==> src/rtl/voice_phase_sequencer_pkg.sv <==
// Shared types and defaults for the voice phase sequencer.
// Optional wrap-limit arithmetic is selected by WRAP_LIMIT_EN.
package voice_phase_sequencer_pkg;

    localparam int unsigned VOICE_BITS_DEF = 3;
    localparam int unsigned DATA_WIDTH_DEF = 16;

    typedef enum logic [1:0] {
        ST_IDLE,
        ST_READ,
        ST_WRITE,
        ST_HOST
    } seq_state_e;

endpackage

==> src/rtl/voice_phase_sequencer_if.sv <==
// Host write handshake and single-port sample-position RAM bus.
// master = sequencer side, slave = RAM/host side.
interface voice_phase_sequencer_if
    import voice_phase_sequencer_pkg::*;
#(
    parameter int unsigned VOICE_BITS = VOICE_BITS_DEF,
    parameter int unsigned DATA_WIDTH = DATA_WIDTH_DEF
);

    logic                  host_req;
    logic [VOICE_BITS-1:0] host_voice;
    logic [DATA_WIDTH-1:0] host_data;
    logic                  host_ack;

    logic [VOICE_BITS-1:0] ram_addr;
    logic [DATA_WIDTH-1:0] ram_din;
    logic                  ram_we;
    logic [DATA_WIDTH-1:0] ram_dout;

    modport master (
        input  host_req, host_voice, host_data, ram_dout,
        output host_ack, ram_addr, ram_din, ram_we
    );

    modport slave (
        output host_req, host_voice, host_data, ram_dout,
        input  host_ack, ram_addr, ram_din, ram_we
    );

endinterface

==> src/rtl/voice_phase_sequencer_phase_step.sv <==
// Combinational phase adder; with WRAP_LIMIT_EN the sum is folded back
// once by wrap_len, otherwise it wraps modulo 2**DATA_WIDTH.
module voice_phase_sequencer_phase_step
    import voice_phase_sequencer_pkg::*;
#(
    parameter int unsigned DATA_WIDTH = DATA_WIDTH_DEF
) (
`ifdef WRAP_LIMIT_EN
    input  logic [DATA_WIDTH-1:0] wrap_len,
`endif
    input  logic [DATA_WIDTH-1:0] pos_in,
    input  logic [DATA_WIDTH-1:0] inc_in,
    output logic [DATA_WIDTH-1:0] step_out
);

`ifdef WRAP_LIMIT_EN
    logic [DATA_WIDTH:0] sum_full;
    logic [DATA_WIDTH:0] sum_fold;

    always_comb begin
        sum_full = {1'b0, pos_in} + {1'b0, inc_in};
        sum_fold = sum_full;
        // Compare on the carry-extended sum so overflow past 2**DATA_WIDTH still folds.
        if (sum_full >= {1'b0, wrap_len}) begin
            sum_fold = sum_full - {1'b0, wrap_len};
        end
        step_out = sum_fold[DATA_WIDTH-1:0];
    end
`else
    always_comb begin
        step_out = pos_in + inc_in;
    end
`endif

endmodule

==> src/rtl/voice_phase_sequencer.sv <==
// Per-sample voice phase sweep with host write arbitration on one RAM port.
// WRAP_LIMIT_EN adds the wrap_len port and folded phase arithmetic.
module voice_phase_sequencer
    import voice_phase_sequencer_pkg::*;
#(
    parameter int unsigned VOICE_BITS = VOICE_BITS_DEF,
    parameter int unsigned DATA_WIDTH = DATA_WIDTH_DEF
) (
    input  logic                   clk,
    input  logic                   reset,
    input  logic                   sample_tick,
    input  logic [DATA_WIDTH-1:0]  freq_inc,
    output logic [VOICE_BITS-1:0]  inc_voice,
`ifdef WRAP_LIMIT_EN
    input  logic [DATA_WIDTH-1:0]  wrap_len,
`endif
    voice_phase_sequencer_if.master bus,
    output logic [DATA_WIDTH-1:0]  pos_out,
    output logic [VOICE_BITS-1:0]  pos_voice,
    output logic                   pos_valid,
    output logic                   sweep_done,
    output logic                   overrun
);

    localparam int unsigned VOICES = 1 << VOICE_BITS;
    localparam logic [VOICE_BITS-1:0] LAST_VOICE = VOICE_BITS'(VOICES - 1);
    localparam logic [VOICE_BITS-1:0] VOICE_ONE  = {{(VOICE_BITS-1){1'b0}}, 1'b1};

    seq_state_e            state_q, state_d;
    logic [VOICE_BITS-1:0] voice_q, voice_d;
    logic                  tick_pending_q, tick_pending_d;
    logic [DATA_WIDTH-1:0] step_q, step_d;
    logic [VOICE_BITS-1:0] pos_voice_q, pos_voice_d;
    logic                  overrun_q, overrun_d;

    logic [DATA_WIDTH-1:0] step_sum;
    logic                  sweep_start;

    voice_phase_sequencer_phase_step #(
        .DATA_WIDTH (DATA_WIDTH)
    ) u_phase_step (
`ifdef WRAP_LIMIT_EN
        .wrap_len (wrap_len),
`endif
        .pos_in   (bus.ram_dout),
        .inc_in   (freq_inc),
        .step_out (step_sum)
    );

    always_ff @(posedge clk or posedge reset) begin
        if (reset) begin
            state_q        <= ST_IDLE;
            voice_q        <= '0;
            tick_pending_q <= 1'b0;
            step_q         <= '0;
            pos_voice_q    <= '0;
            overrun_q      <= 1'b0;
        end else begin
            state_q        <= state_d;
            voice_q        <= voice_d;
            tick_pending_q <= tick_pending_d;
            step_q         <= step_d;
            pos_voice_q    <= pos_voice_d;
            overrun_q      <= overrun_d;
        end
    end

    always_comb begin
        state_d        = state_q;
        voice_d        = voice_q;
        tick_pending_d = tick_pending_q;
        step_d         = step_q;
        pos_voice_d    = pos_voice_q;
        overrun_d      = overrun_q;
        sweep_start    = 1'b0;

        inc_voice    = '0;
        bus.ram_addr = '0;
        bus.ram_din  = '0;
        bus.ram_we   = 1'b0;
        bus.host_ack = 1'b0;
        pos_valid    = 1'b0;
        sweep_done   = 1'b0;

        case (state_q)
            ST_IDLE: begin
                if (sample_tick || tick_pending_q) begin
                    sweep_start = 1'b1;
                    state_d     = ST_READ;
                    voice_d     = '0;
                end else if (bus.host_req) begin
                    state_d = ST_HOST;
                end
            end

            ST_READ: begin
                inc_voice    = voice_q;
                bus.ram_addr = voice_q;
                step_d       = step_sum;
                pos_voice_d  = voice_q;
                state_d      = ST_WRITE;
            end

            ST_WRITE: begin
                bus.ram_we   = 1'b1;
                bus.ram_addr = voice_q;
                bus.ram_din  = step_q;
                pos_valid    = 1'b1;
                if (voice_q != LAST_VOICE) begin
                    voice_d = voice_q + VOICE_ONE;
                    state_d = ST_READ;
                end else begin
                    sweep_done = 1'b1;
                    // Last write makes the IDLE decision itself so a queued tick
                    // or waiting host write follows without a dead cycle.
                    if (sample_tick || tick_pending_q) begin
                        sweep_start = 1'b1;
                        state_d     = ST_READ;
                        voice_d     = '0;
                    end else if (bus.host_req) begin
                        state_d = ST_HOST;
                    end else begin
                        state_d = ST_IDLE;
                    end
                end
            end

            ST_HOST: begin
                bus.ram_we   = 1'b1;
                bus.ram_addr = bus.host_voice;
                bus.ram_din  = bus.host_data;
                bus.host_ack = 1'b1;
                state_d      = ST_IDLE;
            end

            default: begin
                state_d = ST_IDLE;
            end
        endcase

        // A starting sweep consumes one tick; a second simultaneous tick is dropped.
        if (sweep_start) begin
            tick_pending_d = 1'b0;
            if (sample_tick && tick_pending_q) begin
                overrun_d = 1'b1;
            end
        end else if (sample_tick) begin
            if (tick_pending_q) begin
                overrun_d = 1'b1;
            end else begin
                tick_pending_d = 1'b1;
            end
        end
    end

    assign pos_out   = step_q;
    assign pos_voice = pos_voice_q;
    assign overrun   = overrun_q;

endmodule
==> src/flat_wrapper.sv <==
// flat-port wrapper written by rule: the top's interface ports become plain ports
module voice_phase_sequencer_flat import voice_phase_sequencer_pkg::*;
#(
    parameter int unsigned VOICE_BITS = VOICE_BITS_DEF,
    parameter int unsigned DATA_WIDTH = DATA_WIDTH_DEF
)
  (clk, reset, sample_tick, freq_inc, inc_voice, pos_out, pos_voice, pos_valid, sweep_done, overrun, bus_host_req, bus_host_voice, bus_host_data, bus_ram_dout, bus_host_ack, bus_ram_addr, bus_ram_din, bus_ram_we);
  voice_phase_sequencer_if #(.VOICE_BITS(VOICE_BITS), .DATA_WIDTH(DATA_WIDTH)) bus_i ();
  input  logic clk;
  input  logic reset;
  input  logic sample_tick;
  input  logic [DATA_WIDTH-1:0] freq_inc;
  output logic [VOICE_BITS-1:0] inc_voice;
  output logic [DATA_WIDTH-1:0] pos_out;
  output logic [VOICE_BITS-1:0] pos_voice;
  output logic pos_valid;
  output logic sweep_done;
  output logic overrun;
  input wire logic [$bits(bus_i.host_req)-1:0] bus_host_req;
  input wire logic [$bits(bus_i.host_voice)-1:0] bus_host_voice;
  input wire logic [$bits(bus_i.host_data)-1:0] bus_host_data;
  input wire logic [$bits(bus_i.ram_dout)-1:0] bus_ram_dout;
  output wire logic [$bits(bus_i.host_ack)-1:0] bus_host_ack;
  output wire logic [$bits(bus_i.ram_addr)-1:0] bus_ram_addr;
  output wire logic [$bits(bus_i.ram_din)-1:0] bus_ram_din;
  output wire logic [$bits(bus_i.ram_we)-1:0] bus_ram_we;
  assign bus_i.host_req = bus_host_req;
  assign bus_i.host_voice = bus_host_voice;
  assign bus_i.host_data = bus_host_data;
  assign bus_i.ram_dout = bus_ram_dout;
  assign bus_host_ack = bus_i.host_ack;
  assign bus_ram_addr = bus_i.ram_addr;
  assign bus_ram_din = bus_i.ram_din;
  assign bus_ram_we = bus_i.ram_we;
  voice_phase_sequencer #(.VOICE_BITS(VOICE_BITS), .DATA_WIDTH(DATA_WIDTH)) u_core (.clk(clk), .reset(reset), .sample_tick(sample_tick), .freq_inc(freq_inc), .inc_voice(inc_voice), .bus(bus_i), .pos_out(pos_out), .pos_voice(pos_voice), .pos_valid(pos_valid), .sweep_done(sweep_done), .overrun(overrun));
endmodule
==> config.mk <==
export PLATFORM = sky130hd
export DESIGN_NAME = voice_phase_sequencer_flat
export DESIGN_NICKNAME = d
export VERILOG_FILES = /design/src/rtl/voice_phase_sequencer_pkg.sv /design/src/rtl/voice_phase_sequencer_if.sv /design/src/rtl/voice_phase_sequencer_phase_step.sv /design/src/rtl/voice_phase_sequencer.sv /design/src/flat_wrapper.sv
export SDC_FILE = /design/constraint.sdc
export NUM_CORES = 1
export LEC_CHECK = 0
export BUFFER_PORTS_ARGS = -buffer_cell sky130_fd_sc_hd__buf_4
export CORE_AREA = 3 3 76 78
export CTS_BUF_LIST = sky130_fd_sc_hd__clkbuf_4 sky130_fd_sc_hd__clkbuf_8
export DETAILED_ROUTE_END_ITERATION = 8
export DIE_AREA = 0 0 79 81
export PLACE_DENSITY = 0.8
export SLEW_MARGIN = 20
export SYNTH_ARGS = -nofsm -noshare
export SYNTH_HDL_FRONTEND = slang
export SYNTH_HIERARCHICAL = 1
export SYNTH_SLANG_ARGS = --single-unit
==> constraint.sdc <==
create_clock -name clk -period 1.76 [get_ports clk]
set_input_delay 0.176 -clock clk [delete_from_list [all_inputs] [get_ports clk]]
set_output_delay 0.176 -clock clk [all_outputs]
set_load 0.005 [all_outputs]
After elaboration in Yosys (flattened, before gate mapping)
Cells that the tools add are included.
Storage, ports and cells
  bits of input ports: 55
  bits in registers: 26
  logic and storage cells: 49
  output and inout bits: 46
Operators by class
  reductions and logical operators: 9
  eq/ne operators: 6
  muxes and demuxes: 26
  add/sub/neg operators: 2
Operators by type and width (count)
  case mux 16 bit (2 select lines): 1
  adder 16 bit: 1
  two-way mux 1 bit: 13
  case mux 3 bit (2 select lines): 2
  two-way mux 2 bit: 5
  two-way mux 3 bit: 3
  case mux 2 bit (4 select lines): 1
  nonzero test 2 bit: 3
  equality test 2 bit (second input constant): 2
  OR reduction 2 bit: 2
  adder 3 x 1 -> 3 bit (second input constant): 1
  != test 3 x 2 -> 1 bit (second input constant): 1
  != test 3 bit (second input constant): 1
  AND reduction 3 bit: 1
  equality test 2 x 1 -> 1 bit (second input constant): 1
  logical NOT 2 bit: 1
  != test 2 bit (second input constant): 1
  case mux 1 bit (2 select lines): 1
  logical AND 1 bit: 1
  logical OR 1 bit: 1

Depth between registers and ports, before layout
Gate-level depths: netlist of the first run.
  depth in word-level cells: 6
  gate-level depth with buffers: 8
  mapped depth without buffers: 8

Modules after synthesis
Netlist of the first run, hierarchy kept.
By module, submodules not included
  voice_phase_sequencer: cells each 104, seq. area each 650.6 um2, times used 1, area each 1320.0 um2
  voice_phase_sequencer_phase_step: cells each 98, seq. area each 0.0 um2, times used 1, area each 724.4 um2

Least setup slack after synthesis of the first run
No wires, ideal clock.
  path kind: in2reg
  start: input bus_ram_dout[0]
  end: register u_core.step_q[10], in the netlist u_core/pos_out[10]
  cell stages on the path: 8
  path buffers: 0
  required time: 1.632 ns
  library setup time: 0.128 ns
  arrival: 2.091 ns
  path slack: -0.459 ns
  cell sequence: ha_1 > fa_1 > a21o_2 > a311oi_2 > o21ai_0 > a311oi_1 > nor3_1 > mux2_1
Between the ends
  cells in the longest elaborated chain, start to end: 1
RTL lines
  start, declared: line flat_wrapper.sv:22  | input wire logic [$bits(bus_i.ram_dout)-1:0] bus_ram_dout;
  adder 16 bit: line voice_phase_sequencer_phase_step.sv:31  | step_out = pos_in + inc_in;
  via u_core.step_sum[10]: line voice_phase_sequencer.sv:36  | logic [DATA_WIDTH-1:0] step_sum;
  end signal, assigned: line voice_phase_sequencer.sv:62  | step_q <= step_d;
  end, declared: line voice_phase_sequencer.sv:32  | logic [DATA_WIDTH-1:0] step_q, step_d;
The timed path passes the listed nets, and every way through them passes these cells.
A chain may end at the register's enable or synchronous reset.

Worst setup path in the final report of the first run
  start: input bus_ram_dout[0]
  end: register u_core.step_q[12], in the netlist u_core/pos_out[12]
Same word-level chain as after synthesis.

==> results of run 1 <==
[layout by cell type, fill, tap and decap left out, types with 5 or more instances in the layout]
cell,count
nand2_1,9
nor2_1,7
dfrtp_1,26
a21o_1,7
mux2_1,11
xnor2_1,10
mux2_4,6
a22o_1,18
a21oi_1,13
buf_4,139
xor2_1,5
o21ai_0,6
inv_1,5
ha_1,17
[flip-flops by register name (all words and copies together), names as in the netlist]
register / flops
u_core/pos_voice: 3
u_core/overrun: 1
u_core/state_q: 2
u_core/voice_q: 3
u_core/pos_out: 16
u_core/tick_pending_q: 1
[layout make-up]
| class | instances | area, µm² | share of cell area [%] |
|---|---|---|---|
| Clock buffer | 3 | 41.3 | 1.24 |
| Multi-Input combinational cell | 162 | 1450 | 43.4 |
| Sequential cell | 26 | 651 | 19.5 |
| Tap cell | 70 | 87.6 | 2.62 |
| Inverter | 7 | 26.3 | 0.786 |
| Timing Repair Buffer | 143 | 1090 | 32.5 |
[power groups by stage]
stage / registers [mW] / logic, mW / clock network [mW]
2_1_floorplan: 1.08 / 1.19 / 0
3_3_place_gp: 1.11 / 2.21 / 0
3_5_place_dp: 1.13 / 2.27 / 0
4_1_cts: 1.13 / 2.34 / 0.340
5_1_grt: 1.19 / 2.72 / 0.370
6_report: 1.15 / 2.49 / 0.330
[repair_timing]
item,CTS,global route
endpoints found under the hold margin,26,0
hold buffers,1,0
setup endpoints to repair,25,26
gates resized for setup,11,13
buffers inserted,1,4
pin swaps,3,3
[layer usage]
| metal | track usage, % | routed length [µm] | vias up |
|---|---|---|---|
| li1 | - | - | 1040 |
| met1 | 22.5 | 2510 | 1021 |
| met2 | 35.5 | 3220 | 99 |
| met3 | 4.77 | 542 | 8 |
| met5 | 0 | 0 | - |
| met4 | 3.95 | 87 | 0 |
[stage by stage]
stage | std cells | utilization, % | cell area [µm²] | total power [mW] | setup TNS (ns)
after floorplan | 202 | - | 2070 | 2.27 | -0.662
after global placement | 402 | 61.1 | 3140 | 3.33 | -2.56
after detailed placement | 402 | 61.1 | 3140 | 3.40 | -2.97
after CTS | 407 | 63.2 | 3250 | 3.81 | -0.362
after global routing | 411 | 65.0 | 3340 | 4.27 | -0.797
final | 411 | 65.0 | 3340 | 3.97 | -0.520
[worst paths after layout]
check	endpoint	slack (ns)	cells after the start
worst max-delay path	u_core/pos_out[12]	-0.15	9
worst min-delay path	u_core/overrun	0.14	2
worst max register to register	u_core/pos_out[3]	0.26	4
worst min register to register	u_core/overrun	0.47	1
max in group asynchronous	u_core/pos_out[4]	0.98	4
min in group asynchronous	u_core/tick_pending_q	0.52	4
[cell families (layout without fill, tap and decap cells)]
group                    count (synthesis)  count (layout)  share of synthesized area, %
buffers and inverters                   14             153                          3.55
AO/OA/AOI/OAI                           71              71                          25.5
XOR/XNOR                                15              15                          6.43
AND/OR/NAND/NOR                         35              35                          8.38
multiplexers                            19              19                          10.5
flip-flops                              26              26                          31.8
adder cells (fa/ha/maj)                 22              22                          13.8
==> impl_summary.log, run 1 <==
[metrics] result of the run: finished, violations left
[metrics] synthesized area per cell: a little over 10 µm²
[metrics] wire length of the first global-routing pass: approximately 9800 µm
[metrics] number of hold violations in the final report: 0
[metrics] synth top area cells: dfrtp_1 (32%), ha_1 (13%), mux2_1 (8.8%), a22o_1 (7.7%), xnor2_1 (4.3%)
[metrics] Worst EP required: 1.92 ns
[metrics] Net Sw Frac: between 30% and 40%
[metrics] clock latency at the later pin of the worst-skew pair: roughly 0.27 ns
[metrics] distinct cell type count of the synthesized netlist: 41
[metrics] Static Leak: 1.67 nW
[metrics] clock slew at the register clock pins of the worst setup and hold paths: ~0.090 ns
[metrics] clock tree from TritonCTS: yes
[metrics] pwr/cell area: around 1200 nW/µm²
[metrics] worst slew slack as a fraction of its limit: 67.4%
[metrics] overall track demand over capacity in global routing: about a fifth
[metrics] cell chain of the critical path: buf_6, ha_4, fa_2, a21o_4, a311oi_4, nor3_2, o41ai_2, xnor2_1, mux2_4
[metrics] WL per Instance: between 15 and 20 µm
[metrics] setup slack of the critical path after layout: -0.153 ns
[metrics] sequential power share: between 20% and 30%
[metrics] post-synth net total: between 200 and 300
[metrics] clock tree sinks: 26
[metrics] fraction of final layout cells sized beyond drive strength 1: slightly above 50%
[metrics] filler instances: ~450
[metrics] count of buffers inserted at the top-level ports: 100
[metrics] beginning of the worst hold path: sample_tick
[metrics] Slew Limit Fails: 0
[metrics] number of enable flip-flop cells after synthesis: 0
[metrics] Layout Nets: between 400 and 500
[metrics] overall overflow remaining after global route: 0
[metrics] master cell of the clock root buffer: clkbuf_8
[metrics] number of levels in the clock H-tree: 1
[metrics] post-synthesis cell area: around 2000 µm²
[metrics] kind of start point of the critical path: input port
[metrics] delay of the slowest cell on the worst path: 0.36 ns
[metrics] count of antenna diodes in the layout: 0
[metrics] iteration-0 DRC count of the detailed router: 69
[metrics] largest net degree at the start of global routing: 27
[metrics] proportion of netlist area held by the largest area contributor: roughly a third
[metrics] cell with the largest stage delay on the worst path: a311oi_4
[metrics] DRC errors left: 0
[metrics] Setup violations, final: 4
[metrics] CP startpoint: bus_ram_dout[0]
[metrics] Synthesis Warnings: 6
[metrics] Num CTS Buffers: 3
[metrics] std cell rows: 26
[metrics] per-cell via count in the routed design: 5.27
[metrics] power share of the clock group: just over 8%
[metrics] core footprint: ~5100 µm²
[metrics] Setup WS pre-CTS: -0.519 ns
[metrics] number of buffers on the longest clock path: 2
[metrics] failing checks: negative setup slack
[metrics] Largest delay share family, worst path: compound AO/OA/AOI/OAI gates
[metrics] Arr. time, crit path: 2.07 ns
[metrics] final worst path period share: 109%
[metrics] async set-reset flop share out of synthesis: 100%
[metrics] vias in the first global route: between 2000 and 2500
[metrics] Routed WL: ~6400 µm
[metrics] peak supply drop: ~0.0008 V
[metrics] sort of element at the end of the critical path: register
[metrics] P_sw: 1.46 mW
[metrics] minimum period implied by the final worst setup slack: roughly 1.9 ns
[metrics] last weighted congestion value of the routability-driven placer: 0.858
[metrics] origin of the critical flop-to-flop path: u_core/state_q[1]
[metrics] I/O pin cnt: 101
[metrics] gate count after technology mapping: between 200 and 250
[metrics] Die Footprint: about 6400 µm²
[metrics] biggest area consumer among synthesized cells: dfrtp_1
[metrics] height of the die: roughly 81 µm
[metrics] Post-DP HPWL: between 4000 and 5000 µm
[metrics] CP max FO: 3
[metrics] first-pass iteration count of the detailed router: 4
[metrics] maximum clock skew at final layout: approximately 0.0053 ns
[metrics] Hold Worst Slack: about 0.14 ns
[metrics] signed area change from the synthesized netlist to the final layout: 63.5%
[metrics] Post-DRT Antenna Nets: 0
[metrics] unrepaired setup endpoints after global routing: yes
[metrics] synthesis-stage register bit count: 26
[metrics] critical path buffer and inverter count: 1
[metrics] Max-Cap Viols: 0
[metrics] routed vias: between 2000 and 2500
[metrics] most instantiated cells after synthesis: dfrtp_1 (26), ha_1 (21), a22o_1 (18)
[metrics] actual slew at the worst max-slew pin: just under 0.5 ns
[metrics] cell internal pwr: roughly 2.5 mW
[metrics] maximum clock frequency: ~520 MHz
[metrics] Die W: approximately 80 µm
[metrics] proportion of synthesized chip area in sequential cells: between 30% and 40%
[metrics] Crit Path Category: in -> reg
[metrics] combinational share of power: a little over three fifths
[metrics] Hold Path Class: in -> reg
[metrics] cell with the most instances after synthesis: dfrtp_1
[metrics] main flop type after synthesis: dfrtp_1
[metrics] starting density of the core: about two fifths
[metrics] initial antenna violation count: 0
No activity file was read; power rests on OpenSTA's default activity.
==> run 2: changes to the inputs <==
--- a/config.mk
+++ b/config.mk
@@ -11,6 +11,7 @@
 export DETAILED_ROUTE_END_ITERATION = 8
 export DIE_AREA = 0 0 79 81
 export PLACE_DENSITY = 0.8
+export SETUP_SLACK_MARGIN = 0.4
 export SLEW_MARGIN = 20
 export SYNTH_ARGS = -nofsm -noshare
 export SYNTH_HDL_FRONTEND = slang
==> run 2 against run 1 <==
Net effect: the flow still finishes with violations (negative setup slack); clock power up 16%; fmax rose by 2.6%; largest cell class unchanged; wire length grew 11%; clock skew is 0.0035 ns lower; register-to-register slack worse by 0.10 ns; flip-flop and latch count stayed put; sequential power about the same; final area is 21% higher; critical path type unchanged; final cell count is 3.2% higher; sequential share of layout area is 3.4 points lower; global-route usage grew 2.5 points.
==> impl_summary.log, run 2 (synthesis gave the netlist of run 1 again) <==
[metrics] maximum clock skew at final layout: 0.00182 ns (-0.00353 ns)
[metrics] std cell rows: 26 (unchanged)
[metrics] first-pass iteration count of the detailed router: 4 (unchanged)
[metrics] core footprint: 5140 µm² (unchanged)
[metrics] clock slew at the register clock pins of the worst setup and hold paths: 0.09 ns (about the same)
[metrics] count of buffers inserted at the top-level ports: 100 (unchanged)
[metrics] master cell of the clock root buffer: clkbuf_8
[metrics] number of hold violations in the final report: 0 (unchanged)
[metrics] largest net degree at the start of global routing: 27 (unchanged)
[metrics] final design area excluding fillers: 4040 µm² (+21%)
[metrics] starting density of the core: 39.8% (unchanged)
[metrics] Die W: 79 µm (unchanged)
[metrics] unrepaired setup endpoints after global routing: yes
[metrics] filler instances: 322 (-29%)
[metrics] CP max FO: 3 (unchanged)
[metrics] last weighted congestion value of the routability-driven placer: 0.874 (+1.9%)
[metrics] Post-DP HPWL: 4670 µm (-5.3%)
[metrics] Die Footprint: 6400 µm² (unchanged)
[metrics] reg-to-reg setup timing slack: 0.16 ns (-0.10 ns)
[metrics] Worst EP required: 1.91 ns (about the same)
[metrics] kind of start point of the critical path: input port
[metrics] initial antenna violation count: 0 (unchanged)
[metrics] worst slew slack as a fraction of its limit: 73.2% (+5.8 points)
[metrics] most frequent standard cell in the layout excluding fill and tap cells: buf_4
[metrics] iteration-0 DRC count of the detailed router: 76 (+10%)
[metrics] failing checks: negative setup slack
[metrics] delay of the slowest cell on the worst path: 0.34 ns (-0.02 ns)
[metrics] I/O pin cnt: 101 (unchanged)
[metrics] area post-placement: 3270 µm² (+4.3%)
[metrics] vias in the first global route: 2269 (+6.8%)
[metrics] Crit Path Category: in -> reg
[metrics] per-cell via count in the routed design: 5.41 (+2.6%)
[metrics] count of antenna diodes in the layout: 0 (unchanged)
[metrics] sort of element at the end of the critical path: register
[metrics] clock latency at the later pin of the worst-skew pair: 0.27 ns (about the same)
[metrics] commonest cells after routing, fill and taps aside: buf_4 (120), dfrtp_1 (26), buf_6 (23)
[metrics] DRC errors left: 0 (unchanged)
[metrics] Num CTS Buffers: 3 (unchanged)
[metrics] pwr/cell area: 1280 nW/µm² (+7.4%)
[metrics] Setup violations, final: 16 (+12)
[metrics] Static Leak: 1.88 nW (+12%)
[metrics] cell chain of the critical path: buf_8, ha_4, fa_2, a21o_4, a311oi_4, nor3b_1, a211oi_1, xnor2_1, mux2_1
[metrics] Routed WL: 7080 µm (+11%)
[metrics] number of buffers on the longest clock path: 2 (unchanged)
[metrics] clock tree sinks: 26 (unchanged)
[metrics] result of the run: finished, violations left
[metrics] minimum period implied by the final worst setup slack: 1.86 ns (-0.0486 ns)
[metrics] fraction of final layout cells sized beyond drive strength 1: 66.1% (+15 points)
[metrics] Post-DRT Antenna Nets: 0 (unchanged)
[metrics] maximum clock frequency: 536 MHz (+2.6%)
[metrics] WL per Instance: 16.7 µm (+8.0%)
[metrics] height of the die: 81 µm (unchanged)
[metrics] Hold Path Class: in -> reg
[metrics] overall track demand over capacity in global routing: 21.7% (+2.5 points)
[metrics] max FFs per register: 16 (unchanged)
[metrics] routed vias: 2295 (+5.9%)
[metrics] actual slew at the worst max-slew pin: 0.397 ns (-0.0887 ns)
[metrics] final worst path period share: 106% (-2.8 points)
[metrics] wire length of the first global-routing pass: 11100 µm (+13%)
[metrics] Slew Limit Fails: 0 (unchanged)
[metrics] Max-Cap Viols: 0 (unchanged)
[metrics] Layout Nets: 432 (+2.9%)
[metrics] clock tree from TritonCTS: yes
[metrics] peak supply drop: 0.000742 V (-7.7%)
[metrics] number of levels in the clock H-tree: 1 (unchanged)
[metrics] power consumption: 5.15 mW (+30%)
[metrics] cell with the largest stage delay on the worst path: fa_2
[metrics] Arr. time, crit path: 2.02 ns (-0.05 ns)
[metrics] signed area change from the synthesized netlist to the final layout: 97.5%
[metrics] overall overflow remaining after global route: 0 (unchanged)
[metrics] setup slack of the critical path after layout: -0.104 ns (+0.0486 ns)
==> run 2: cell count changes in the layout (fill, tap and decap cells not counted), moves of 6 or more <==
cell,change
a21oi_1,-6
buf_4,-19
buf_6,+20
ha_1,-14
ha_4,+14
mux2_1,-10
mux2_4,+10
==> run 2: report_power, final <==
group | switching [mW] | leakage, nW | internal, mW
Sequential | 0.284 | 0.312 | 0.876
Clock | 0.183 | 0.0288 | 0.200
Combinational | 1.34 | 1.54 | 2.27
Total | 1.81 | 1.88 | 3.34
==> run 2: final cells by class <==
| cell class | count | area [µm²] | share of cell area (%) |
|---|---|---|---|
| timing repair buffer | 155 | 1410 | 34.8 |
| tap | 70 | 87.6 | 2.17 |
| multi-input combinational | 162 | 1810 | 44.7 |
| inverter | 7 | 33.8 | 0.837 |
| sequential | 26 | 651 | 16.1 |
| clock buffer | 4 | 55.1 | 1.36 |
==> run 2: worst max-delay path, delay by kind of cell <==
kind	cells	cell delay [ns]
buf+inv	1	0.10
fa+ha+maj	2	0.50
xor+xnor	1	0.10
compound gates	3	0.74
simple gates	1	0.10
mux	1	0.31
==> run 2: worst paths after layout <==
check                                    startpoint                  end  cells after the start
worst max-delay path                bus_ram_dout[0]   u_core/pos_out[14]                      9
worst min-delay path                    sample_tick       u_core/overrun                      2
worst max register to register    u_core/state_q[1]   u_core/pos_out[11]                      7
worst min register to register  u_core/pos_voice[1]  u_core/pos_voice[1]                      1
max in group asynchronous                     reset    u_core/voice_q[2]                      4
min in group asynchronous                     reset   u_core/pos_out[11]                      4
==> run 2: per-stage QoR <==
stage               TNS (ns)  setup WS (ns)  utilization (%)  cells  hold WS [ns]
floorplan             -0.662         -0.214                -    202         0.216
global placement       -2.17         -0.438             63.7    393         0.254
detailed placement     -2.50         -0.497             63.7    393         0.253
CTS                   -0.293        -0.0975             76.8    420         0.139
global route           -1.83         -0.187             78.6    424         0.150
finish                -0.581         -0.104             78.6    424         0.166
==> run 2: routing by layer <==
layer	vias up	wire length [µm]	GRT usage, %
met4	0	195	6.53
met3	20	392	3.44
li1	1068	-	-
met1	1115	2780	25.2
met5	-	0	0
met2	92	3710	40.7
==> run 2: repair_timing <==
action / 4_1_cts / 5_1_grt
pin swaps: 26 / 8
gates resized for setup: 78 / 12
endpoints found under the setup margin: 48 / 51
hold buffers: 1 / 0
buffers inserted: 18 / 4
cloned: 4 / 0
endpoints found under the hold margin: 26 / 0
